`config.mk`:
```
export PLATFORM = sky130hd
export DESIGN_NAME = decode_stage
export DESIGN_NICKNAME = d
export VERILOG_FILES = /design/src/rtl/decode_pkg.sv /design/src/rtl/decode_stage_fields.sv /design/src/rtl/decode_stage.sv
export SDC_FILE = /design/constraint.sdc
export NUM_CORES = 1
export LEC_CHECK = 0
export ABC_AREA = 0
export BUFFER_PORTS_ARGS = -buffer_cell sky130_fd_sc_hd__buf_4
export CAP_MARGIN = 20
export CORE_MARGIN = 2
export CORE_UTILIZATION = 64
export CTS_BUF_LIST = sky130_fd_sc_hd__clkbuf_8
export DETAILED_ROUTE_END_ITERATION = 12
export GPL_TIMING_DRIVEN = 0
export HOLD_SLACK_MARGIN = 0.12
export PLACE_DENSITY = 0.95
export SETUP_SLACK_MARGIN = 0.5
export SYNTH_ARGS = -nofsm -noshare
export SYNTH_HDL_FRONTEND = slang
export SYNTH_SLANG_ARGS = --single-unit
export TNS_END_PERCENT = 1
```
`constraint.sdc`:
```
create_clock -name clk -period 3.8 [get_ports clk]
set_clock_uncertainty 0.05 [all_clocks]
set_input_delay 0.76 -clock clk [delete_from_list [all_inputs] [get_ports clk]]
set_output_delay 0.76 -clock clk [all_outputs]
set_load 0.03 [all_outputs]
```
`src/rtl/decode_pkg.sv`:
```
// decode_pkg: shared definitions for the decode stage.
//   - major-opcode encodings and the minor opcode values with special meaning
//   - functional-unit bit indices and writeback-source encodings
//   - decode FSM state enum and the fixed-width part of the decoded bundle
//   - small classification helpers used by the stage control logic
package decode_pkg;

    localparam logic [3:0] OP_ALU0      = 4'b0000;
    localparam logic [3:0] OP_ALU1      = 4'b0001;
    localparam logic [3:0] OP_COMPLEX   = 4'b0010;
    localparam logic [3:0] OP_MEMORY    = 4'b0011;
    localparam logic [3:0] OP_JAL_REG   = 4'b1000;
    localparam logic [3:0] OP_JAL_IMM   = 4'b1001;
    localparam logic [3:0] OP_BR_REG    = 4'b1010;
    localparam logic [3:0] OP_BR_IMM    = 4'b1011;
    localparam logic [3:0] OP_IMM_LO8   = 4'b1100;
    localparam logic [3:0] OP_IMM_10Z   = 4'b1101;
    localparam logic [3:0] OP_IMM_UPPER = 4'b1110;
    localparam logic [3:0] OP_IMM_10S   = 4'b1111;

    localparam logic [3:0] MINOR_HALT = 4'hF;
    localparam logic [3:0] MINOR_IMM  = 4'h7;

    localparam int FU_ALU0    = 0;
    localparam int FU_ALU1    = 1;
    localparam int FU_COMPLEX = 2;
    localparam int FU_MEMORY  = 3;
    localparam int FU_BRANCH  = 4;

    localparam logic [1:0] WB_NONE = 2'b00;
    localparam logic [1:0] WB_PC1  = 2'b01;
    localparam logic [1:0] WB_ALU0 = 2'b10;
    localparam logic [1:0] WB_ALU1 = 2'b11;

    typedef enum logic [1:0] {
        RUN        = 2'd0,
        BRANCHWAIT = 2'd1,
        HALTED     = 2'd2
    } decodeState_t;

    // Width-independent part of the bundle; FU enable and immediate are
    // parametrised and travel alongside this struct.
    typedef struct packed {
        logic [1:0] wbSource;
        logic [3:0] minorOpcode;
        logic       immediateEn;
        logic [3:0] regAAddr;
        logic [3:0] regBAddr;
        logic       regAReadEn;
        logic       regAWriteEn;
        logic       regBReadEn;
        logic       jumpEn;
        logic       relativeEn;
    } decodeCtrl_t;

    // Halt is a complex-class opcode with the reserved minor value.
    function automatic logic isHaltInstr(input logic [15:0] instr);
        return (instr[15:12] == OP_COMPLEX) && (instr[7:4] == MINOR_HALT);
    endfunction

    // A branch whose condition register is r0 is unconditional and never stalls.
    function automatic logic isCondBranch(input logic [15:0] instr, input logic [3:0] regA);
        return (instr[15:13] == 3'b101) && (regA != 4'h0);
    endfunction

endpackage

```
`src/rtl/decode_stage_fields.sv`:
```
// instr_field_decode: purely combinational 16-bit instruction -> decoded bundle.
//   instr     in   16-bit instruction
//   ctrl      out  fixed-width control fields (decodeCtrl_t)
//   fuEnable  out  one-hot functional-unit enable (FUCOUNT bits)
//   immediate out  extended immediate (DATABITWIDTH bits)
// Undefined major opcodes produce an all-zero bundle.
module instr_field_decode
    import decode_pkg::*;
#(
    parameter int DATABITWIDTH = 16,
    parameter int FUCOUNT      = 5
) (
    input  logic [15:0]             instr,
    output decodeCtrl_t             ctrl,
    output logic [FUCOUNT-1:0]      fuEnable,
    output logic [DATABITWIDTH-1:0] immediate
);

    logic knownClass_s;

    // Class decode followed by the register/minor fields shared by all known classes.
    always_comb begin
        ctrl         = '0;
        fuEnable     = '0;
        immediate    = '0;
        knownClass_s = 1'b1;
        case (instr[15:12])
            OP_ALU0, OP_ALU1: begin
                fuEnable[(instr[12] ? FU_ALU1 : FU_ALU0)] = 1'b1;
                ctrl.wbSource    = instr[12] ? WB_ALU1 : WB_ALU0;
                ctrl.regAReadEn  = 1'b1;
                ctrl.regBReadEn  = 1'b1;
                ctrl.regAWriteEn = 1'b1;
            end
            OP_COMPLEX, OP_MEMORY: begin
                fuEnable[(instr[12] ? FU_MEMORY : FU_COMPLEX)] = 1'b1;
                ctrl.regAReadEn = 1'b1;
                ctrl.regBReadEn = 1'b1;
            end
            OP_JAL_REG, OP_JAL_IMM: begin
                fuEnable[FU_BRANCH] = 1'b1;
                ctrl.wbSource    = WB_PC1;
                ctrl.regAWriteEn = 1'b1;
                ctrl.regBReadEn  = ~instr[12];
                ctrl.jumpEn      = 1'b1;
                ctrl.relativeEn  = instr[12];
                immediate        = DATABITWIDTH'($signed(instr[9:0]));
            end
            OP_BR_REG, OP_BR_IMM: begin
                fuEnable[FU_BRANCH] = 1'b1;
                ctrl.regAReadEn = 1'b1;
                ctrl.regBReadEn = ~instr[12];
                ctrl.relativeEn = instr[12];
                immediate       = DATABITWIDTH'($signed(instr[9:0]));
            end
            OP_IMM_LO8, OP_IMM_10Z, OP_IMM_UPPER, OP_IMM_10S: begin
                fuEnable[FU_ALU0] = 1'b1;
                ctrl.wbSource    = WB_ALU0;
                ctrl.regAWriteEn = 1'b1;
                ctrl.immediateEn = 1'b1;
                case (instr[13:12])
                    2'b00:   immediate = DATABITWIDTH'(instr[7:0]);
                    2'b01:   immediate = DATABITWIDTH'(instr[9:0]);
                    2'b10:   immediate = DATABITWIDTH'(instr[7:0]) << 4'd8;
                    2'b11:   immediate = DATABITWIDTH'($signed(instr[9:0]));
                    default: immediate = '0;
                endcase
            end
            default: knownClass_s = 1'b0;
        endcase

        if (knownClass_s) begin
            // Immediate-bearing forms reuse instr[9:8], so RegA shrinks to a 3-bit choice.
            ctrl.regAAddr    = (instr[15] & instr[12]) ? {instr[11:10], 1'b0, instr[14]}
                                                       : instr[11:8];
            ctrl.regBAddr    = instr[3:0];
            ctrl.minorOpcode = ctrl.immediateEn ? MINOR_IMM : instr[7:4];
        end else begin
            ctrl.regAAddr    = 4'h0;
            ctrl.regBAddr    = 4'h0;
            ctrl.minorOpcode = 4'h0;
        end
    end

endmodule

```
`src/rtl/decode_stage.sv`:
```
// decode_stage: registered, flow-controlled decode stage with an instruction FIFO.
//   clk, rst_n                  clock, asynchronous active-low reset
//   InstructionIn/Valid/Ready   fetch handshake; Ready is registered ~full
//   FlushIn                     clear FIFO and output register, leave BRANCHWAIT
//   BranchResolved, ResumeIn    release BRANCHWAIT / HALTED
//   DecodeValid/DecodeReady     dispatch handshake for the registered bundle
//   FunctionalUnitEnable .. RelativeEn   registered decoded bundle
//   Halted                      FSM is in HALTED
module decode_stage
    import decode_pkg::*;
#(
    parameter int DATABITWIDTH = 16,
    parameter int FUCOUNT      = 5,
    parameter int FIFODEPTH    = 4
) (
    input  logic                    clk,
    input  logic                    rst_n,
    input  logic [15:0]             InstructionIn,
    input  logic                    InstructionInValid,
    output logic                    InstructionInReady,
    input  logic                    FlushIn,
    input  logic                    BranchResolved,
    input  logic                    ResumeIn,
    output logic                    DecodeValid,
    input  logic                    DecodeReady,
    output logic [FUCOUNT-1:0]      FunctionalUnitEnable,
    output logic [1:0]              WritebackSource,
    output logic [3:0]              MinorOpcode,
    output logic                    ImmediateEn,
    output logic [DATABITWIDTH-1:0] ImmediateOut,
    output logic [3:0]              RegAAddr,
    output logic [3:0]              RegBAddr,
    output logic                    RegAReadEn,
    output logic                    RegAWriteEn,
    output logic                    RegBReadEn,
    output logic                    JumpEn,
    output logic                    RelativeEn,
    output logic                    Halted
);

    localparam int              AW      = $clog2(FIFODEPTH);
    localparam logic [AW:0]     DEPTH_C = (AW+1)'(FIFODEPTH);
    localparam logic [AW-1:0]   PTR_ONE = AW'(1'b1);
    localparam logic [AW:0]     CNT_ONE = (AW+1)'(1'b1);

    logic [15:0]             fifoMem_r [FIFODEPTH];
    logic [AW-1:0]           wrPtr_r;
    logic [AW-1:0]           rdPtr_r;
    logic [AW:0]             count_r;
    logic [AW:0]             countNext_s;
    logic                    inReady_r;
    decodeState_t            state_r;
    logic                    decValid_r;
    decodeCtrl_t             ctrl_r;
    logic [FUCOUNT-1:0]      fu_r;
    logic [DATABITWIDTH-1:0] imm_r;

    logic [15:0]             headInstr_s;
    decodeCtrl_t             headCtrl_s;
    logic [FUCOUNT-1:0]      headFu_s;
    logic [DATABITWIDTH-1:0] headImm_s;
    logic                    pushEn_s;
    logic                    popEn_s;
    logic                    headHalt_s;
    logic                    headCondBr_s;

    assign headInstr_s  = fifoMem_r[rdPtr_r];
    assign pushEn_s     = InstructionInValid & inReady_r & ~FlushIn;
    assign popEn_s      = ~FlushIn & (state_r == RUN) & (count_r != '0)
                        & (~decValid_r | DecodeReady);
    assign headHalt_s   = isHaltInstr(headInstr_s);
    assign headCondBr_s = isCondBranch(headInstr_s, headCtrl_s.regAAddr);

    instr_field_decode #(
        .DATABITWIDTH (DATABITWIDTH),
        .FUCOUNT      (FUCOUNT)
    ) u_fields (
        .instr     (headInstr_s),
        .ctrl      (headCtrl_s),
        .fuEnable  (headFu_s),
        .immediate (headImm_s)
    );

    // Next FIFO occupancy; a simultaneous push and pop leaves it unchanged.
    always_comb begin
        countNext_s = count_r;
        if (FlushIn) begin
            countNext_s = '0;
        end else begin
            case ({pushEn_s, popEn_s})
                2'b10:   countNext_s = count_r + CNT_ONE;
                2'b01:   countNext_s = count_r - CNT_ONE;
                default: countNext_s = count_r;
            endcase
        end
    end

    // FIFO storage, pointers and the registered ready flag.
    always_ff @(posedge clk or negedge rst_n) begin
        if (!rst_n) begin
            for (int i = 0; i < FIFODEPTH; i++) begin
                fifoMem_r[i] <= 16'h0000;
            end
            wrPtr_r   <= '0;
            rdPtr_r   <= '0;
            count_r   <= '0;
            inReady_r <= 1'b1;
        end else begin
            count_r   <= countNext_s;
            // Ready looks ahead at next occupancy so it never depends on DecodeReady combinationally.
            inReady_r <= (countNext_s != DEPTH_C);
            if (FlushIn) begin
                wrPtr_r <= '0;
                rdPtr_r <= '0;
            end else begin
                if (pushEn_s) begin
                    fifoMem_r[wrPtr_r] <= InstructionIn;
                    wrPtr_r            <= wrPtr_r + PTR_ONE;
                end
                if (popEn_s) begin
                    rdPtr_r <= rdPtr_r + PTR_ONE;
                end
            end
        end
    end

    // Issue-control FSM: halt and conditional-branch stalls.
    always_ff @(posedge clk or negedge rst_n) begin
        if (!rst_n) begin
            state_r <= RUN;
        end else if (FlushIn) begin
            state_r <= (state_r == HALTED) ? HALTED : RUN;
        end else begin
            case (state_r)
                RUN: begin
                    if (popEn_s && headHalt_s) begin
                        state_r <= HALTED;
                    end else if (popEn_s && headCondBr_s) begin
                        state_r <= BRANCHWAIT;
                    end else begin
                        state_r <= RUN;
                    end
                end
                BRANCHWAIT: state_r <= BranchResolved ? RUN : BRANCHWAIT;
                HALTED:     state_r <= ResumeIn ? RUN : HALTED;
                default:    state_r <= RUN;
            endcase
        end
    end

    // Output bundle register; a popped halt is consumed without being issued.
    always_ff @(posedge clk or negedge rst_n) begin
        if (!rst_n) begin
            decValid_r <= 1'b0;
            ctrl_r     <= '0;
            fu_r       <= '0;
            imm_r      <= '0;
        end else if (FlushIn) begin
            decValid_r <= 1'b0;
        end else if (popEn_s && !headHalt_s) begin
            decValid_r <= 1'b1;
            ctrl_r     <= headCtrl_s;
            fu_r       <= headFu_s;
            imm_r      <= headImm_s;
        end else if (DecodeReady) begin
            decValid_r <= 1'b0;
        end
    end

    assign InstructionInReady   = inReady_r;
    assign DecodeValid          = decValid_r;
    assign FunctionalUnitEnable = fu_r;
    assign WritebackSource      = ctrl_r.wbSource;
    assign MinorOpcode          = ctrl_r.minorOpcode;
    assign ImmediateEn          = ctrl_r.immediateEn;
    assign ImmediateOut         = imm_r;
    assign RegAAddr             = ctrl_r.regAAddr;
    assign RegBAddr             = ctrl_r.regBAddr;
    assign RegAReadEn           = ctrl_r.regAReadEn;
    assign RegAWriteEn          = ctrl_r.regAWriteEn;
    assign RegBReadEn           = ctrl_r.regBReadEn;
    assign JumpEn               = ctrl_r.jumpEn;
    assign RelativeEn           = ctrl_r.relativeEn;
    assign Halted               = (state_r == HALTED);

endmodule
```
Yosys cells after proc, flatten, opt, wreduce, memory -nomap -nowiden --
Cells that the tools add are included.
Storage, ports and cells: input bits 23, register bits after elaboration 116, word-level logic and storage cells 140
Operators by class: add/sub/neg operators 4, mux-type cells 46, bitwise operators 12, magnitude comparators 7, equal/unequal tests 21, reduce and logical (&&, ||, !) cells 28
Operators with widths (count):
- $bwmux 64 | 1
- $ge 32x1->1 const B | 2
- $lt 32x5->1 const B | 2
- $pmux 16 s4 | 1
- $mux 16 | 3
- $eq 4x4->1 const B | 9
- $bmux 16 s2 | 1
- $demux 16 s2 | 1
- $pmux 16 s2 | 1
- $mux 2 | 9
- $mux 1 | 16
- $pmux 2 s3 | 2
- $pmux 3 s2 | 2
- $reduce_or 12->1 | 1
- $reduce_or 4->1 | 3
- $eq 2x2->1 const B | 4
- $eq 4x2->1 const B | 2
- $logic_and 1x1->1 | 8
- $mux 4 | 2
- $mux 8 | 1
- $reduce_or 8->1 | 1
- $and 1x1->1 | 6
- $demux 1 s3 | 2
- $eq 2x1->1 const B | 3
- other kinds (23) | 35

Depth between registers and ports, before layout --
depth after elaboration 15, depth in mapped cells 9, mapped depth without buffers 9

Hierarchy --
From an unflattened synthesis, not the netlist that was laid out.
Unflattened totals: cell total of the unflattened synthesis 375, area, all modules 5465.2 um^2
Modules (own cells, without submodules):
- decode_stage | seq. area each 2904.0 um^2, cells an instance 302, times used 1, area an instance 5038.6 um^2
- instr_field_decode | seq. area each 0.0 um^2, cells an instance 73, times used 1, area an instance 426.7 um^2

Worst setup path before layout --
Ideal clock, no wire load.
path type input-to-reg, start point input FlushIn, end point register inReady_r (netlist: InstructionInReady), path buffers 1, cell stages on the path 9, setup time 0.082 ns, arrival 2.657 ns, slack 1.012 ns, required time 3.668 ns, path through nor2_1 > nor4bb_1 > clkbuf_1 > ha_1 > fa_1 > xnor2_1 > or3_1 > a21oi_1 > nand2_1
Between the ends: longest elaborated chain between the ends 8, elaborated cells on any way between the ends 10
RTL lines:
- from (decl) | RTL line decode_stage.sv:21 | input logic FlushIn,
- $not 1->1 (no line)
- $and 1x1->1 (2 in series) | RTL line decode_stage.sv:69 | assign popEn_s = ~FlushIn & (state_r == RUN) & (count_r != '0)
- $and 1x1->1 | RTL line decode_stage.sv:70 | & (~decValid_r | DecodeReady);
- $eq 2x1->1 or $eq 2x2->1 (tied branches) | RTL line decode_stage.sv:90 | case ({pushEn_s, popEn_s})
- $pmux 3 s2 | RTL line decode_stage.sv:90
- $mux 3 (*) | RTL line decode_stage.sv:87 | if (FlushIn) begin
- net countNext_s[2] | RTL line decode_stage.sv:50 | logic [AW:0] countNext_s;
- $ne 3x3->1 (*) | RTL line decode_stage.sv:111 | inReady_r <= (countNext_s != DEPTH_C);
- to (signal assigned) | RTL line decode_stage.sv:111
- to (decl) | RTL line decode_stage.sv:51 | logic inReady_r;
The timed path passes the listed nets; every way through them passes the cells marked *. A chain may end at the register's enable or synchronous reset.

Final worst setup path --
Ends and elaborated chain as after synthesis.

==> impl_metrics.ini <==
[grt]
grt_pass1_vias = 3818
overflow = 0
track_usage_pct = 30.1
grt_start_max_net_pins = 67
antenna_found_initial = 0
grt_pass1_wl_um = 19300
met3_usage_pct = 8.94
busiest_layer = met2
use_met2_pct = 50.3
use_met1_pct = 35.7

[clocking]
cts_resized = 0
h-tree-depth = 4
clk_pin_slew_ns = 0.07
cts.sinks = 116
cts_tree = built
cts_hold_buf = 0
post_cts_buffers = 0
clock_path_buffers = 2
cts_buffers = 17
clkLatencyLatePin_ns = 0.43
cts-root-buf = clkbuf_8

[worst_setup_path]
critical_path_required_ns = 4.11
path_class = in -> reg
cp-start-kind = primary input
r2r-end = InstructionInReady$_DFF_PN1_
r2r_setup_slack_ns = 0.89
crit_path_top_delay_cell = nor4bb_1
end_kind = flip-flop
rr_startpoint = state_r[1]$_DFF_PN0_
max_stage_delay_ns = 0.54
critPathTopFamily = simple AND/OR/NAND/NOR gates
path_buf_inv = 2
path_cells = buf_4 -> nor2_1 -> nor4bb_1 -> clkbuf_1 -> ha_1 -> fa_1 -> xnor2_1 -> or3_1 -> a21oi_1 -> nand2_1
rr_worst_depth = 9
arrival_ns = 3.29
crit_fanout = 10

[synthesis]
synth.distinct_cells = 41
yosys_warnings = 0
syn_nets = 437
seq_area_frac_synth_pct = 56.5
synth_area_per_cell_um2 = 12.6
ys_seq_elements = 116
syn-cell-area_um2 = 5140
netlist_instances = 408

[timing]
hold_viol_final = 0
slew_viol_final = 0
finalSetupViolCount = 0
fin_tns_setup_ns = 0
rsz0062_at_grt = false
holdWs_ns = 0.310
worstMarginPinSlew_ns = 0.743
slew_headroom_pct = 50.5
min_period_ns = 2.99
fmax_mhz = 335
setup_slack_ns = 0.814
fin_crit_sh_pct = 78.6

[floorplan]
dieHeight_um = 93.6
fp-row-count = 32
die_width_um = 93.6
die-area_um2 = 8770
coreArea_um2 = 7770
start_util_pct = 66.2
io_pins = 67

[flow_run]
cap_violations = 0

[pwr]
cellPowerDensity_nw_per_um2 = 916
clkPwrFrac_pct = 17.8
switchingPower_mw = 2.29
p_leak_nw = 2.93
p_comb_share_pct = 45.8
peakVddDrop_uv = 438
switching_share_pct = 40.8
p_seq_share_pct = 36.4
power.internal_mw = 3.33

[outcome]
status = finished, final reports clean

[routing]
wl_per_cell_um = 19.9
ant_nets = 0
firstDrtPassIters = 5
vias = 3677
via_per_inst = 6.05
route.detailed.drc = 0
drt_wl_total_um = 12100
drt_iter0_drc = 343

[placement]
pre_cts_slack_ns = 0.447
dp_hpwl_um = 8460
place_congestion = 0.872
port_buffers = 66

[hold_path]
hold_class = in -> async

[finish]
utilization_pct = 79.0
layout-drive-gt1-share_pct = 38.1
fill_cells = 452
final_cell_mix = dfrtp_1, buf_4, nand2_1, mux2_2, o21ai_1
area_growth_pct = 19.3
final_common_cell = dfrtp_1
antenna_cells = 0
nets = 523
[per-layer routing]
| layer | vias to the layer above | routed length, um |
|---|---|---|
| met3 | 40 | 890 |
| met2 | 195 | 6210 |
| li1 | 1602 | - |
| met5 | - | 0 |
| met4 | 0 | 351 |
| met1 | 1840 | 4640 |
[kinds of logic (layout without fill, tap and decap cells)]
group	Yosys count	after routing	share of synthesized area (%)
adder cells (fa/ha/maj)	6	6	1.61
AND/OR/NAND/NOR	99	99	8.47
XOR/XNOR	5	5	0.852
multiplexers	88	88	22.5
buffers and inverters	31	129	3.24
AO/OA/AOI/OAI	63	63	6.91
flip-flops	116	116	56.5
[how the worst max path moves through the flow]
stage	start	endpoint	slack [ns]	depth (start not counted)
2_1_floorplan	FlushIn	InstructionInReady$_DFF_PN1_	1.01	9
3_3_place_gp	FlushIn	InstructionInReady$_DFF_PN1_	0.62	10
3_5_place_dp	FlushIn	InstructionInReady$_DFF_PN1_	0.45	10
4_1_cts	FlushIn	InstructionInReady$_DFF_PN1_	0.90	10
5_1_grt	FlushIn	InstructionInReady$_DFF_PN1_	0.66	10
6_report	FlushIn	InstructionInReady$_DFF_PN1_	0.81	10
[power by group through the flow]
| stage | Combinational, mW | Clock, mW | Sequential [mW] |
|---|---|---|---|
| 2_1_floorplan | 1.41 | 0 | 2.31 |
| 3_3_place_gp | 2.40 | 0 | 1.98 |
| 3_5_place_dp | 2.52 | 0 | 2.05 |
| 4_1_cts | 2.55 | 1.00 | 2.03 |
| 5_1_grt | 2.75 | 1.06 | 2.09 |
| 6_report | 2.58 | 0.998 | 2.05 |
[area by class of cell]
| class | count | area (um^2) | share of cell area [%] |
|---|---|---|---|
| multi-input cells | 261 | 2070 | 33.8 |
| well taps | 102 | 128 | 2.08 |
| inverters | 8 | 30.0 | 0.489 |
| flip-flops and latches | 116 | 2900 | 47.3 |
| plain buffers | 23 | 136 | 2.22 |
| repair buffers | 67 | 523 | 8.53 |
| clock inverters | 13 | 93.8 | 1.53 |
| clock buffers | 18 | 248 | 4.04 |
[registers in the layout (all words and copies together), names as in the netlist, 2 cells and up]
signal,cells
FunctionalUnitEnable,5
state_r,2
WritebackSource,2
wrPtr_r,2
count_r,3
RegBAddr,4
rdPtr_r,2
RegAAddr,4
MinorOpcode,4
fifoMem_r,64
ImmediateOut,16
[cells in the mapped netlist]
master,instances,area [um^2]
buf_4,2,15.0
clkbuf_1,11,41.3
mux2_2,66,743
nor3_1,2,10.0
dfstp_2,1,26.3
o31ai_1,3,22.5
a22oi_1,1,7.51
inv_1,8,30.0
a21o_1,7,52.6
and3_1,1,6.26
nand3_1,3,15.0
a32o_1,1,10.0
a21oi_1,17,85.1
buf_2,4,20.0
buf_1,1,3.75
mux2_1,3,33.8
o21ai_1,26,130
and2_0,1,6.26
nor4_1,1,6.26
mux4_2,15,338
buf_6,5,56.3
nand2_1,66,248
nand3b_1,1,7.51
o21ai_0,6,30.0
fa_1,1,20.0
nor4bb_1,1,10.0
nand4_1,1,6.26
or4b_4,1,13.8
ha_1,5,62.6
nand2b_1,2,12.5
or3b_2,1,8.76
xor2_1,2,17.5
mux2i_1,4,40.0
xnor2_1,3,26.3
o21ai_2,1,8.76
or3_1,1,6.26
nor2b_1,4,25.0
and3b_1,1,8.76
nor2_1,12,45.0
dfrtp_1,115,2880
o41ai_1,1,8.76
[stage by stage]
step                      instance area, um^2  power [mW]  std cells
after floorplan                          5140        3.72        408
after global placement                   5770        4.38        576
after detailed placement                 5790        4.57        577
after CTS                                6130        5.59        608
after global routing                     6130        5.90        608
final                                    6130        5.62        608
Power figures use the tool's default switching activity.
